## config.mk

```make
export PLATFORM = sky130hd
export DESIGN_NAME = seg_scan_scheduler
export DESIGN_NICKNAME = d
export VERILOG_FILES = /design/src/rtl/seg_pkg.sv /design/src/rtl/seg_next_digit.sv /design/src/rtl/seg_scan_scheduler.sv
export SDC_FILE = /design/constraint.sdc
export NUM_CORES = 1
export LEC_CHECK = 0
export BUFFER_PORTS_ARGS = -buffer_cell sky130_fd_sc_hd__clkbuf_2
export CAP_MARGIN = 20
export CORE_MARGIN = 8
export CORE_UTILIZATION = 50
export CTS_CLUSTER_SIZE = 24
export DETAILED_ROUTE_END_ITERATION = 10
export PLACE_DENSITY = 0.84
export SETUP_SLACK_MARGIN = 0.3
export SLEW_MARGIN = 30
export SYNTH_ARGS = -nofsm -noshare
export SYNTH_HDL_FRONTEND = slang
export SYNTH_HIERARCHICAL = 1
export SYNTH_SLANG_ARGS = --single-unit
export TNS_END_PERCENT = 20
```

## constraint.sdc

```tcl
create_clock -name i_clk -period 2.5 [get_ports i_clk]
set_clock_uncertainty 0.05 [all_clocks]
set_input_delay 0.125 -clock i_clk [delete_from_list [all_inputs] [get_ports i_clk]]
set_output_delay 0.125 -clock i_clk [all_outputs]
set_load 0.01 [all_outputs]
```

## src/rtl/seg_pkg.sv

```systemverilog
// Shared types and constants for the 7-segment scan scheduler.
package seg_pkg;

    localparam int NUM_DIGITS   = 4;
    localparam int BRIGHT_STEPS = 16;
    localparam int NIBBLE_W     = 4;

    typedef enum logic [1:0] {
        ST_IDLE  = 2'd0,
        ST_BLANK = 2'd1,
        ST_ON    = 2'd2,
        ST_OFF   = 2'd3
    } state_t;

    function automatic logic [NUM_DIGITS-1:0] onehot(input logic [1:0] idx);
        onehot      = '0;
        onehot[idx] = 1'b1;
    endfunction

endpackage

```

## src/rtl/seg_next_digit.sv

```systemverilog
// Finds the next enabled digit above cur, wrapping to the lowest enabled one.
module seg_next_digit
    import seg_pkg::*;
(
    input  logic [1:0]            cur,
    input  logic [NUM_DIGITS-1:0] mask,
    output logic [1:0]            nxt,
    output logic                  wrap
);

    always_comb begin
        nxt  = 2'd0;
        wrap = 1'b1;
        // Descending scans leave the lowest qualifying index in nxt.
        for (int i = NUM_DIGITS - 1; i >= 0; i--) begin
            if (mask[i]) nxt = 2'(i);
        end
        for (int i = NUM_DIGITS - 1; i >= 0; i--) begin
            if (mask[i] && (i > int'(cur))) begin
                nxt  = 2'(i);
                wrap = 1'b0;
            end
        end
    end

endmodule

```

## src/rtl/seg_scan_scheduler.sv

```systemverilog
// Multiplexed 4-digit display scan: blanking, per-slot PWM brightness,
// and a double-buffered display value committed at frame boundaries.
module seg_scan_scheduler
    import seg_pkg::*;
#(
    parameter int BLANK = 2,
    parameter int STEP  = 1
) (
    input  logic                  i_clk,
    input  logic                  i_rst,
    input  logic                  i_en,
    input  logic [NUM_DIGITS-1:0] i_digitMask,
    input  logic [3:0]            i_bright,
    input  logic [15:0]           i_data,
    input  logic                  i_load,
    output logic                  o_loadAck,
    output logic [1:0]            o_ctrl,
    output logic [NUM_DIGITS-1:0] o_digitSelect,
    output logic [NIBBLE_W-1:0]   o_nibble,
    output logic                  o_frame,
    output state_t                state_dbg
);

    localparam int SLOT_LEN = BLANK + BRIGHT_STEPS * STEP;
    localparam int CW       = $clog2(SLOT_LEN);
    localparam int SW       = (STEP > 1) ? $clog2(STEP) : 1;
    localparam logic [CW-1:0] BLANK_LAST  = CW'(BLANK - 1);
    localparam logic [CW-1:0] SLOT_PENULT = CW'(SLOT_LEN - 2);
    localparam logic [CW-1:0] SLOT_LAST   = CW'(SLOT_LEN - 1);
    localparam logic [SW-1:0] STEP_LAST   = SW'(STEP - 1);

    state_t                state, state_n;
    logic [CW-1:0]         slot_cnt, slot_n;
    logic [3:0]            step_idx, step_n;
    logic [SW-1:0]         sub_cnt, sub_n;
    logic [3:0]            bright_q, bright_n;
    logic [1:0]            nxt_q, nxt_n, ctrl_n, search_cur, nd_idx;
    logic                  mask_zero_q, mask_zero_n, nd_wrap, frame_n;
    logic                  ack_d, load_req, commit;
    logic [15:0]           shadow, shadow_n;
    logic [NUM_DIGITS-1:0] sel_n;
    logic [NIBBLE_W-1:0]   nib_n;

    // From IDLE, searching "above 3" yields the lowest enabled digit.
    assign search_cur = (state == ST_IDLE) ? 2'd3 : o_ctrl;
    assign state_dbg  = state;

    seg_next_digit u_next (
        .cur  (search_cur),
        .mask (i_digitMask),
        .nxt  (nd_idx),
        .wrap (nd_wrap)
    );

    // Load handshake: i_load is a level request; the shadow takes i_data in
    // the commit cycle and o_loadAck pulses once the cycle after. i_load is
    // ignored during the ack cycle and the one after, so a level still high
    // beyond that is a fresh request.
    always_comb begin
        state_n     = state;
        slot_n      = slot_cnt;
        step_n      = step_idx;
        sub_n       = sub_cnt;
        bright_n    = bright_q;
        nxt_n       = nxt_q;
        mask_zero_n = mask_zero_q;
        ctrl_n      = o_ctrl;
        frame_n     = 1'b0;
        load_req    = i_load & ~o_loadAck & ~ack_d;
        commit      = load_req & ((state == ST_IDLE) | o_frame);
        shadow_n    = commit ? i_data : shadow;

        case (state)
            ST_IDLE: begin
                if (i_en && (i_digitMask != '0)) begin
                    state_n = ST_BLANK;
                    ctrl_n  = nd_idx;
                    slot_n  = '0;
                end
            end
            default: begin
                slot_n = slot_cnt + CW'(1);
                if (state == ST_BLANK) begin
                    if (slot_cnt == BLANK_LAST) begin
                        bright_n = i_bright;
                        state_n  = (i_bright != 4'd0) ? ST_ON : ST_OFF;
                        step_n   = '0;
                        sub_n    = '0;
                    end
                end else if (sub_cnt == STEP_LAST) begin
                    sub_n  = '0;
                    step_n = step_idx + 4'd1;
                    if (state == ST_ON && ({1'b0, step_idx} + 5'd1) == {1'b0, bright_q})
                        state_n = ST_OFF;
                end else begin
                    sub_n = sub_cnt + SW'(1);
                end
                // The next digit is resolved one cycle early so that the
                // registered o_frame lands on the last cycle of the slot.
                if (slot_cnt == SLOT_PENULT) begin
                    nxt_n       = nd_idx;
                    mask_zero_n = (i_digitMask == '0);
                    frame_n     = nd_wrap | (i_digitMask == onehot(o_ctrl));
                end
                if (slot_cnt == SLOT_LAST) begin
                    slot_n  = '0;
                    ctrl_n  = nxt_q;
                    state_n = mask_zero_q ? ST_IDLE : ST_BLANK;
                end
                if (!i_en) begin
                    state_n = ST_IDLE;
                    slot_n  = '0;
                    ctrl_n  = o_ctrl;
                    frame_n = 1'b0;
                end
            end
        endcase

        sel_n = (state_n == ST_ON) ? onehot(ctrl_n) : '0;
        nib_n = shadow_n[{ctrl_n, 2'b00} +: NIBBLE_W];
    end

    always_ff @(posedge i_clk or posedge i_rst) begin
        if (i_rst) begin
            state         <= ST_IDLE;
            slot_cnt      <= '0;
            step_idx      <= '0;
            sub_cnt       <= '0;
            bright_q      <= '0;
            nxt_q         <= '0;
            mask_zero_q   <= 1'b0;
            ack_d         <= 1'b0;
            shadow        <= '0;
            o_ctrl        <= '0;
            o_digitSelect <= '0;
            o_nibble      <= '0;
            o_frame       <= 1'b0;
            o_loadAck     <= 1'b0;
        end else begin
            state         <= state_n;
            slot_cnt      <= slot_n;
            step_idx      <= step_n;
            sub_cnt       <= sub_n;
            bright_q      <= bright_n;
            nxt_q         <= nxt_n;
            mask_zero_q   <= mask_zero_n;
            ack_d         <= o_loadAck;
            shadow        <= shadow_n;
            o_ctrl        <= ctrl_n;
            o_digitSelect <= sel_n;
            o_nibble      <= nib_n;
            o_frame       <= frame_n;
            o_loadAck     <= commit;
        end
    end

endmodule
```

---- Yosys cells after proc, flatten, opt, wreduce, memory -nomap -nowiden ----
Cells that the tools add are included.
word-level totals
  register bits after elaboration ......... 48
  input port bits ......................... 28
  word-level logic and storage cells ...... 104
cells by class
  add/sub/neg operators ................... 4
  magnitude comparators ................... 7
  eq/ne operators ......................... 11
  shift-type cells ........................ 1
  multiplexer cells ....................... 44
  bitwise gates (word level) .............. 8
  reductions and logical operators ........ 15
operator list
  operator               number
  $mux W2                20
  $mux W5                4
  $mux W16               1
  $mux W4                4
  $shiftx A16 B5 Y4      1
  $mux W1                13
  $eq A5 B5 Y1 const B   2
  $reduce_bool A4 Y1     2
  $logic_and A1 B1 Y1    7
  $lt A2 B3 Y1 const B   2
  $ne A2 B1 Y1 const B   3
  $reduce_and A3 Y1      2
  $add A4 B1 Y5 const B  1
  $add A5 B1 Y5 const B  1
  $eq A5 B1 Y1 const B   1
  $eq A5 B4 Y1           1
  $add A4 B1 Y4 const B  1
  $demux W1 S2           2
  $eq A2 B2 Y1 const B   2
  $eq A4 B4 Y1           1
  $ge A2 B1 Y1 const B   2
  $gt A2 B2 Y1 const A   2
  $logic_not A4 Y1       1
  $reduce_and A2 Y1      2
  7 further kinds        12

---- Logic depth before layout (Yosys ltp) ----
  word-level depth ........................ 14
  gate-level depth with buffers ........... 11

---- By module ----
The synthesis kept the hierarchy.
modules (own cells, without submodules)
  module              instances  cells each  area each (um^2)
  seg_scan_scheduler  1          187         2232.1
  seg_next_digit      1          15          92.6

---- Worst setup path after synthesis ----
OpenSTA, ideal clock, no wires.
  path kind ............................... register -> register
  start ................................... register state[0] (netlist: state_dbg[0])
  end ..................................... register o_nibble[1]
  library setup time ...................... 125 ps
  arrival time ............................ 2392 ps
  required time ........................... 2325 ps
  path slack .............................. -67 ps
  cell stages (with the launch flop) ...... 12
  buffers on the path ..................... 3
  period minus slack after synthesis ...... 2567 ps
  cells stage by stage .................... dfrtp_1 -> buf_6 -> or2_0 -> buf_6 -> or2b_1 -> a21oi_1 -> a31oi_1 -> a21oi_1 -> o221a_4 -> buf_6 -> mux2_4 -> mux2_2
between the ends
  word-level cells in the longest chain between the ends .. 10
ends and longest elaborated chain
  what                    RTL line                   source
  from (decl)             seg_scan_scheduler.sv:32   state_t state, state_n;
  from (signal assigned)  seg_scan_scheduler.sv:140  state <= state_n;
  $logic_not A2 Y1 (*)    seg_scan_scheduler.sv:45   assign search_cur = (state == ST_IDLE) ? 2'd3 : o_ctrl;
  $mux W2 (*)             seg_scan_scheduler.sv:45
  via search_cur[1]       seg_scan_scheduler.sv:37   logic [1:0] nxt_q, nxt_n, ctrl_n, search_cur, nd_idx;
  $gt A2 B2 Y1            seg_next_digit.sv:19       if (mask[i] && (i > int'(cur))) begin
  $logic_and A1 B1 Y1     seg_next_digit.sv:19
  $mux W2 (2 in a row)    seg_next_digit.sv:19
  $mux W2 (*)             seg_next_digit.sv:19
  via nd_idx[1]           seg_scan_scheduler.sv:37
  $mux W2 (*)             seg_scan_scheduler.sv:75   if (i_en && (i_digitMask != '0)) begin
  $mux W2 (*)             seg_scan_scheduler.sv:73   case (state)
  via ctrl_n[1]           seg_scan_scheduler.sv:37
  $shiftx A16 B5 Y4 (*)   seg_scan_scheduler.sv:120  nib_n = shadow_n[{ctrl_n, 2'b00} +: NIBBLE_W];
  via nib_n[1]            seg_scan_scheduler.sv:42   logic [NIBBLE_W-1:0] nib_n;
  to (signal assigned)    seg_scan_scheduler.sv:151  o_nibble <= nib_n;
  to (decl)               seg_scan_scheduler.sv:19   output logic [NIBBLE_W-1:0] o_nibble,
The timed path passes the listed nets; every way through them passes the cells marked *.
A chain may end at the register's enable or synchronous reset.

---- Final worst setup path ----
  start ................................... register state[0] (netlist: state_dbg[0])
  end ..................................... register o_nibble[0]
between the ends
  word-level cells in the longest chain between the ends .. 10
ends and longest elaborated chain
  what                   RTL line
  $logic_not A2 Y1 (*)   seg_scan_scheduler.sv:45
  $mux W2 (*)            seg_scan_scheduler.sv:45
  via search_cur[1]      seg_scan_scheduler.sv:37
  $gt A2 B2 Y1           seg_next_digit.sv:19
  $logic_and A1 B1 Y1    seg_next_digit.sv:19
  $mux W2 (2 in a row)   seg_next_digit.sv:19
  $mux W2 (*)            seg_next_digit.sv:19
  via nd_idx[1]          seg_scan_scheduler.sv:37
  $mux W2 (*)            seg_scan_scheduler.sv:75
  $mux W2 (*)            seg_scan_scheduler.sv:73
  $shiftx A16 B5 Y4 (*)  seg_scan_scheduler.sv:120
  via nib_n[0]           seg_scan_scheduler.sv:42
Marks and branches as above.

==> flow_metrics.env <==
export IMPL_status="finished, final reports clean"
export IMPL_synth_most_common_cell="dfrtp_1"
export IMPL_cts_max_level=2
export IMPL_die_height_um=84.2
export IMPL_ctsRootBufferMaster="clkbuf_8"
export IMPL_tightest_slew_ps=776
export IMPL_synth_main_ff_cell="dfrtp_1"
export IMPL_first_pass_iters=4
export IMPL_grt_max_degree=27
export IMPL_avgRoutedWirePerCell_um=17.1
export IMPL_max_freq_mhz=440
export IMPL_diodes=0
export IMPL_viasPerCell=5.60
export IMPL_num_fill_cells=348
export IMPL_ff_latch_area_um2=1180
export IMPL_setup_violations=0
export IMPL_drc_errors=0
export IMPL_start_util_pct=50.6
export IMPL_syn_to_final_growth_pct=22.3
export IMPL_hold_viol=0
export IMPL_ant_nets=0
export IMPL_nNetsFinal=292
export IMPL_path_buf_inv=0
export IMPL_ys_types=46
export IMPL_arrival_ps=2420
export IMPL_cpPeakStageDelay_ps=380
export IMPL_ir_drop_v=0.000693
export IMPL_synth_area_per_cell_um2=11.5
export IMPL_grt_pass1_wl_mm=8.98
export IMPL_place_ws_ps=240
export IMPL_io_pins=42
export IMPL_final_cells=315
export IMPL_crit_family="compound AO/OA/AOI/OAI gates"
export IMPL_worstSkewPairLatency_ps=310
export IMPL_grt_usage_pct=15.6
export IMPL_dp_cells=299
export IMPL_cts_tree="built"
export IMPL_fp_coreArea_um2=4600
export IMPL_rows=25
export IMPL_cts_max_path_buffers=2
export IMPL_finalWeightedCongestion=0.837
export IMPL_worstSetupPathDepth=8
export IMPL_setup_ws_ps=228
export IMPL_cp_start_kind="flop"
export IMPL_powerDensity_nw_per_um2=1080
export IMPL_worst_hold_path_type="in2reg"
export IMPL_leakage_nw=1.32
export IMPL_crit_type="reg2reg"
export IMPL_cap_violations=0
export IMPL_clock_sinks=47
export IMPL_grt_overflow_total=0
export IMPL_async_flop_share_pct=100
export IMPL_synth_top_area_share_pct=50.6
export IMPL_syn_nets=234
export IMPL_wl_mm=5.38
export IMPL_multi_input_area_um2=1130
export IMPL_synth_common_cells="dfrtp_1, mux2_2, nor2_1, nand2_1"
export IMPL_p_total_mw=3.07
export IMPL_cts_buffers=5
export IMPL_synth_area_leaders="dfrtp_1, mux2_2, mux2i_1"
export IMPL_drv_slew=0
export IMPL_hpwlAfterDp_mm=3.81
export IMPL_crit_fanout=7
export IMPL_ys_ff_latch=47
export IMPL_slew_headroom_pct=48.0
export IMPL_syn_inst=202
export IMPL_hold_depth=2
export IMPL_crit_chain="or2_1 > or2b_4 > a21oi_2 > a31oi_2 > a21oi_2 > o221a_4 > mux2_4 > mux2_4"
export IMPL_post_route_min_period_ps=2270
export IMPL_drt_iter0_markers=83
export IMPL_required_ps=2650
export IMPL_slowest_stage="dfrtp_1"
export IMPL_netlist_area_um2=2320
export IMPL_dieArea_um2=7090
export IMPL_ys_warn_count=6
export IMPL_antenna_found_initial=0
export IMPL_yosysTopAreaCell="dfrtp_1"
export IMPL_grt_pass1_vias=1856
export IMPL_grt_setup_unrepaired="yes"
export IMPL_reg2reg_depth=8
export IMPL_layout_drive_gt1_share_pct=37.5
export IMPL_synth_edf_count=0
export IMPL_fin_tns_setup_ps=0
export IMPL_clkSlewWorstSetupHoldPaths_ps=90
export IMPL_end_kind="flop"
export IMPL_vias=1764
export IMPL_finalCritPeriodShare_pct=90.9
export IMPL_io_buffers=41
export IMPL_dieWidth_um=84.2
export IMPL_synth_seq_area_share_pct=50.6
-- metrics by stage --
step | instance area (um2) | hold slack, ps | util [%]
after CTS | 2810 | 0.540 | 61.1
after global routing | 2840 | 7.11 | 61.9
after global placement | 2610 | 123 | 56.8
final | 2840 | 9.88 | 61.9
after detailed placement | 2610 | 132 | 56.8
after floorplan | 2320 | 191 | -
-- power breakdown --
part	switching [mW]	internal, mW
clock	0.285	0.207
sequential	0.163	1.03
combinational	0.653	0.724
-- cell usage in the layout (no fill, tap or decap), drive strengths merged, types with 5 or more instances in the layout --
| master | instances |
|---|---|
| nand2b | 5 |
| nand2 | 11 |
| a21oi | 8 |
| nand4 | 5 |
| mux2 | 27 |
| clkbuf | 46 |
| dlygate4sd3 | 6 |
| nor2 | 13 |
| dfrtp | 47 |
| inv | 10 |
| nand3 | 5 |
| mux2i | 7 |
| buf | 10 |
| o21ai | 10 |
-- per-layer routing --
layer  vias up  share of wire [%]  global-route usage [%]
met5         -                  0                       0
met4         0                2.3                    8.32
met3        12                4.8                    3.78
met2        51                 49                    26.1
met1       857                 44                    18.0
li1        844                  -                       -
-- final timing paths --
path                       slack (ps)     endpoint         start
max in group asynchronous        1330    shadow[4]         i_rst
min reg2reg                       380        ack_d     o_loadAck
max reg2reg                       230  o_nibble[0]  state_dbg[0]
max                               230  o_nibble[0]  state_dbg[0]
min                                10    shadow[2]     i_data[2]
min in group asynchronous         330   shadow[10]         i_rst
-- worst reg2reg max path: stages (launching register included) --
cell	delay, ps
dfrtp_1	380
or2_1	250
or2b_4	250
a21oi_2	60
a31oi_2	170
a21oi_2	100
o221a_4	330
mux2_4	300
mux2_4	270
-- cell families after synthesis --
logic type	Yosys count	synth area share, %
AND/OR/NAND/NOR	59	13.8
flip-flops	47	50.6
AO/OA/AOI/OAI	37	11.4
multiplexers	34	16.3
buffers and inverters	15	3.50
XOR/XNOR	6	2.26
adder cells (fa/ha/maj)	4	2.15
-- state kept, by name (all words and copies together), names as in the netlist, 2 cells and up --
signal / count
bright_q: 4
nxt_q: 2
o_ctrl: 2
o_digitSelect: 4
o_nibble: 4
shadow: 16
slot_cnt: 5
state_dbg: 2
step_idx: 4
-- repair_timing --
action,4_1_cts,5_1_grt
endpoints found under the hold margin,26,0
endpoints found under the setup margin,3,5
buffers inserted,1,1
pin swaps,1,3
gates resized for setup,5,7
hold buffers,6,0
-- layout make-up --
| class | instances | area share (%) |
|---|---|---|
| Sequential cell | 47 | 41.4 |
| Clock buffer | 5 | 2.42 |
| Inverter | 9 | 1.19 |
| Multi-Input combinational cell | 140 | 39.6 |
| Clock inverter | 3 | 0.968 |
| Tap cell | 54 | 2.38 |
| Timing Repair Buffer | 57 | 12.1 |
(Power assumes the default switching activity.)
